### config.mk
export PLATFORM = sky130hd
export DESIGN_NAME = spart_txrx_flat
export DESIGN_NICKNAME = d
export VERILOG_FILES = /design/src/rtl/spart_txrx_if.sv /design/src/rtl/spart_txrx.sv /design/src/flat_wrapper.sv
export SDC_FILE = /design/constraint.sdc
export NUM_CORES = 1
export LEC_CHECK = 0
export CAP_MARGIN = 10
export CELL_PAD_IN_SITES_DETAIL_PLACEMENT = 1
export CELL_PAD_IN_SITES_GLOBAL_PLACEMENT = 1
export CORE_MARGIN = 2
export CORE_UTILIZATION = 41
export CTS_CLUSTER_DIAMETER = 40
export CTS_CLUSTER_SIZE = 16
export DETAILED_ROUTE_END_ITERATION = 10
export PLACE_DENSITY = 0.92
export SETUP_SLACK_MARGIN = 0.15
export SYNTH_ARGS = -nofsm -noshare
export SYNTH_HDL_FRONTEND = slang
export SYNTH_SLANG_ARGS = --single-unit
### constraint.sdc
create_clock -name clk -period 3.4 [get_ports clk]
set_input_delay 0.51 -clock clk [delete_from_list [all_inputs] [get_ports clk]]
set_output_delay 0.51 -clock clk [all_outputs]
set_load 0.01 [all_outputs]
### src/rtl/spart_txrx_if.sv
// Processor-side I/O bus of the SPART transmit/receive pair.
// The master is the processor; the slave is spart_txrx.
interface spart_txrx_if;
  logic       iocs;
  logic       iorw;
  logic [1:0] ioaddr;
  logic [7:0] rate_tx_data;
  logic       tbr;
  logic       rda;
  logic [7:0] data_received;

  modport master (
    output iocs, iorw, ioaddr, rate_tx_data,
    input  tbr, rda, data_received
  );

  modport slave (
    input  iocs, iorw, ioaddr, rate_tx_data,
    output tbr, rda, data_received
  );
endinterface

### src/rtl/spart_txrx.sv
// SPART transmitter/receiver: 8N1 frames, one bit per baud enable tick.
// state     | meaning
// TX_IDLE   | txd held high, tbr = 1, waiting for a buffer write
// TX_SHIFT  | shifting start/data/stop bits out on txd
// RX_IDLE   | waiting for a start bit (0) on a tick
// RX_DATA   | collecting 8 data bits, LSB first
// RX_STOP   | checking the stop bit; good frame updates data_received
module spart_txrx (
  input  logic              clk,
  input  logic              rst,
  input  logic              enable,
  input  logic              rxd,
  output logic              txd,
  spart_txrx_if.slave       bus
);

  typedef enum logic {TX_IDLE, TX_SHIFT} tx_state_t;
  typedef enum logic [1:0] {RX_IDLE, RX_DATA, RX_STOP} rx_state_t;

  tx_state_t  tx_state_q, tx_state_d;
  logic [9:0] tx_shift_q, tx_shift_d;
  logic [3:0] tx_cnt_q, tx_cnt_d;

  rx_state_t  rx_state_q, rx_state_d;
  logic [7:0] rx_byte_q, rx_byte_d;
  logic [2:0] rx_cnt_q, rx_cnt_d;
  logic [7:0] rx_data_q, rx_data_d;
  logic       rda_q, rda_d;

  logic wr_stb, rd_stb;

  assign wr_stb = bus.iocs & ~bus.iorw & (bus.ioaddr == 2'b00);
  assign rd_stb = bus.iocs &  bus.iorw & (bus.ioaddr == 2'b00);

  always_ff @(posedge clk) begin
    if (rst) begin
      tx_state_q <= TX_IDLE;
      tx_shift_q <= '1;
      tx_cnt_q   <= '0;
      rx_state_q <= RX_IDLE;
      rx_byte_q  <= '0;
      rx_cnt_q   <= '0;
      rx_data_q  <= '0;
      rda_q      <= 1'b0;
    end else begin
      tx_state_q <= tx_state_d;
      tx_shift_q <= tx_shift_d;
      tx_cnt_q   <= tx_cnt_d;
      rx_state_q <= rx_state_d;
      rx_byte_q  <= rx_byte_d;
      rx_cnt_q   <= rx_cnt_d;
      rx_data_q  <= rx_data_d;
      rda_q      <= rda_d;
    end
  end

  // A load in IDLE masks any coincident enable; writes during SHIFT are dropped.
  always_comb begin
    tx_state_d = tx_state_q;
    tx_shift_d = tx_shift_q;
    tx_cnt_d   = tx_cnt_q;
    unique case (tx_state_q)
      TX_IDLE: begin
        if (wr_stb) begin
          tx_shift_d = {1'b1, bus.rate_tx_data, 1'b0};
          tx_cnt_d   = '0;
          tx_state_d = TX_SHIFT;
        end
      end
      TX_SHIFT: begin
        if (enable) begin
          tx_shift_d = {1'b1, tx_shift_q[9:1]};
          tx_cnt_d   = tx_cnt_q + 4'd1;
          if (tx_cnt_q == 4'd9) tx_state_d = TX_IDLE;
        end
      end
      default: tx_state_d = TX_IDLE;
    endcase
  end

  // Frame completion outranks a same-cycle read when updating rda.
  always_comb begin
    rx_state_d = rx_state_q;
    rx_byte_d  = rx_byte_q;
    rx_cnt_d   = rx_cnt_q;
    rx_data_d  = rx_data_q;
    rda_d      = rda_q & ~rd_stb;
    if (enable) begin
      unique case (rx_state_q)
        RX_IDLE: begin
          if (!rxd) begin
            rx_cnt_d   = '0;
            rx_state_d = RX_DATA;
          end
        end
        RX_DATA: begin
          rx_byte_d = {rxd, rx_byte_q[7:1]};
          rx_cnt_d  = rx_cnt_q + 3'd1;
          if (rx_cnt_q == 3'd7) rx_state_d = RX_STOP;
        end
        RX_STOP: begin
          if (rxd) begin
            rx_data_d = rx_byte_q;
            rda_d     = 1'b1;
          end
          rx_state_d = RX_IDLE;
        end
        default: rx_state_d = RX_IDLE;
      endcase
    end
  end

  assign txd               = (tx_state_q == TX_SHIFT) ? tx_shift_q[0] : 1'b1;
  assign bus.tbr           = (tx_state_q == TX_IDLE);
  assign bus.rda           = rda_q;
  assign bus.data_received = rx_data_q;

endmodule

### src/flat_wrapper.sv
// flat-port wrapper written by rule: the top's interface ports become plain ports
module spart_txrx_flat 
  (clk, rst, enable, rxd, txd, bus_iocs, bus_iorw, bus_ioaddr, bus_rate_tx_data, bus_tbr, bus_rda, bus_data_received);
  spart_txrx_if bus_i ();
  input  logic clk;
  input  logic rst;
  input  logic enable;
  input  logic rxd;
  output logic txd;
  input wire logic [$bits(bus_i.iocs)-1:0] bus_iocs;
  input wire logic [$bits(bus_i.iorw)-1:0] bus_iorw;
  input wire logic [$bits(bus_i.ioaddr)-1:0] bus_ioaddr;
  input wire logic [$bits(bus_i.rate_tx_data)-1:0] bus_rate_tx_data;
  output wire logic [$bits(bus_i.tbr)-1:0] bus_tbr;
  output wire logic [$bits(bus_i.rda)-1:0] bus_rda;
  output wire logic [$bits(bus_i.data_received)-1:0] bus_data_received;
  assign bus_i.iocs = bus_iocs;
  assign bus_i.iorw = bus_iorw;
  assign bus_i.ioaddr = bus_ioaddr;
  assign bus_i.rate_tx_data = bus_rate_tx_data;
  assign bus_tbr = bus_i.tbr;
  assign bus_rda = bus_i.rda;
  assign bus_data_received = bus_i.data_received;
  spart_txrx u_core (.clk(clk), .rst(rst), .enable(enable), .rxd(rxd), .txd(txd), .bus(bus_i));
endmodule
==> results.cfg <==
[outcome]
outcome = finished, final reports clean

[synthesis]
synth_area_mm2 = 0.00155
synth.area.top_cells = dfxtp_1 46%, nand2_1 8.7%, a21oi_1 7.4%
ys.warnings.count = 0
syn-num-nets = 205
ys_seq_elements = 36
synth_edf_count = 0
synth_flop_cell = dfxtp_1
yosysUniqueCellTypes = 32
synthArstFlopShare_pct = 0
synth.top_cell.area_share_pct = 46.5
synth_seq_area_share_pct = 46.5
yosysTopAreaCell = dfxtp_1
syn_area_per_cell_um2 = 8.38
synthCells = 185

[floorplan]
rows = 22
die_area_mm2 = 0.00429
initial_core_util_pct = 42.3
io_pins = 27
die_w_um = 65.5
core_area_mm2 = 0.00366
chipHeight_um = 65.5

[worst_setup_path]
cp-start-kind = flop
crit_type = reg2out
required_ps = 2890
path_cells = clkinv_1 -> clkdlybuf4s50_1
path_max_fanout = 16
critPathArrivalTime_ps = 1870
cp_top_family = buffers and inverters
crit_slowest_cell = dfxtp_1
end_kind = output port
cp_num_buf_inv = 2
slowest_delay_ps = 630

[cells_and_area]
num-fill-cells = 435
area_growth_syn_to_layout_pct = 25.4
antennaDiodeCount = 0
multi_input_area_um2 = 769
layout.nets = 228
drive_above_1_share_pct = 4.78
finalNonFillerCells = 257
ff_latch_area_um2 = 721
mostFrequentLayoutCells = 36 x nand2_1, 36 x dfxtp_1, 26 x clkdlybuf4s50_1

[placed_design]
dp_hpwl_um = 2470
dp.cells = 249
port_buffers = 26
gp_congestion = 0.740
place_ws_ps = 1160

[timing]
hold_violations = 0
rsz0062_at_grt = false
fmax_mhz = 421
slew_headroom_pct = 67.0
fin_worst_hold_slack_ps = 458
fin_crit_sh_pct = 69.9
setup_slack_ps = 1020
slew_viol_final = 0
worst_pin_slew_ps = 492
timing.final.crit_period_ps = 2380
tns_ps = 0
skew_ps = 5.00
setup_viol = 0

[detailed_routing]
finalWirelength_um = 3760
via_count = 1353
wl_per_cell_um = 14.6
vias_per_cell = 5.26
drc = 0
drt_iter0_markers = 34
ant_nets = 0
dr.pass1.iters = 4

[pwr]
power.density_mw_per_mm2 = 444
p_total_uw = 863
p_leak_nw = 0.718
vdd_drop_max_mv = 0.302

[grt]
grt_max_degree = 18
grt_use_total_pct = 19.9
grt_pass1_wl_um = 6420
antenna_found_initial = 0
grt_overflow = 0
grt_pass1_vias = 1356

[cts]
clockBufferDepth = 2
htreeDepth = 2
cts_tree = built
cts-root-buf = clkbuf_8
path_clk_slew_ps = 70
postCtsResizedCells = 0
holdBufCountCts = 0
numCtsBuffers = 5
clkLatencyLatePin_ps = 290
post_cts.repair.setup_buffers = 0
cts.sinks = 36

[job]
maxCapViolCount = 0

[hold_path]
min_path_type = reg2reg
-- synth_stat cells (all sizes together), types with 3 or more instances --
cell,count
nand2,36
buf,3
o21ai,8
a21oi,23
clkbuf,9
mux2i,7
ha,4
nand2b,3
a211oi,8
nor2,13
or2,3
and2,7
dfxtp,36
-- state kept, by name, summed over array words and instances (netlist names) --
name,flops
u_core.bus.data_received,8
u_core.bus.rda,1
u_core.rx_byte_q,8
u_core.rx_cnt_q,3
u_core.rx_state_q,2
u_core.tx_cnt_q,4
u_core.tx_shift_q,9
u_core.tx_state_q,1
-- area by class of cell --
type | instances | area share, %
multi-input cells | 134 | 39.6
flip-flops and latches | 36 | 37.1
repair buffers | 28 | 14.2
clock buffers | 6 | 3.73
well taps | 48 | 3.09
clock inverters | 2 | 1.80
inverters | 3 | 0.579
-- kinds of logic (layout without fill, tap and decap cells) --
| kind of cell | Yosys count | after routing | synth area share (%) |
|---|---|---|---|
| buffers and inverters | 15 | 39 | 3.87 |
| AND/OR/NAND/NOR | 74 | 74 | 22.9 |
| multiplexers | 8 | 8 | 5.25 |
| flip-flops | 36 | 36 | 46.5 |
| AO/OA/AOI/OAI | 48 | 48 | 18.2 |
| adder cells (fa/ha/maj) | 4 | 4 | 3.23 |
-- routing by layer --
metal	part of all wire (%)	GRT usage [%]	vias to the layer above	routed length (um)
met5	0	0	-	0
met4	1.9	9.38	0	70
met3	2.5	4.79	5	95
met2	49	32.4	19	1830
met1	47	24.7	648	1760
li1	-	-	681	-
-- stage by stage --
| stage | area, um^2 | util (%) |
|---|---|---|
| floorplan | 1550 | - |
| global placement | 1840 | 50.2 |
| detailed placement | 1840 | 50.2 |
| CTS | 1940 | 53.1 |
| global route | 1940 | 53.1 |
| finish | 1940 | 53.1 |
-- report_power, final --
| group | switching, mW | total [mW] | internal, mW |
|---|---|---|---|
| clock network | 0.150 | 0.367 | 0.217 |
| registers | 0.00626 | 0.434 | 0.428 |
| logic | 0.0303 | 0.0614 | 0.0311 |
| total | 0.186 | 0.863 | 0.677 |
-- worst register-to-register path, stage by stage (launching register included) --
cell and delay [ps]:
dfxtp_1 630, nand2_1 340, or4_1 560, o21ai_0 100
-- path summary, 6_finish.rpt --
check,from,endpoint,slack (ps),cells after the start
hold reg to reg,u_core.bus.data_received[7],u_core.bus.data_received[7],460,2
setup reg to reg,u_core.tx_state_q,u_core.tx_cnt_q[3],1710,3
setup / recovery,u_core.tx_state_q,bus_tbr,1020,2
hold / removal,u_core.bus.data_received[7],u_core.bus.data_received[7],460,2
No activity file was read; power rests on OpenSTA's default activity.
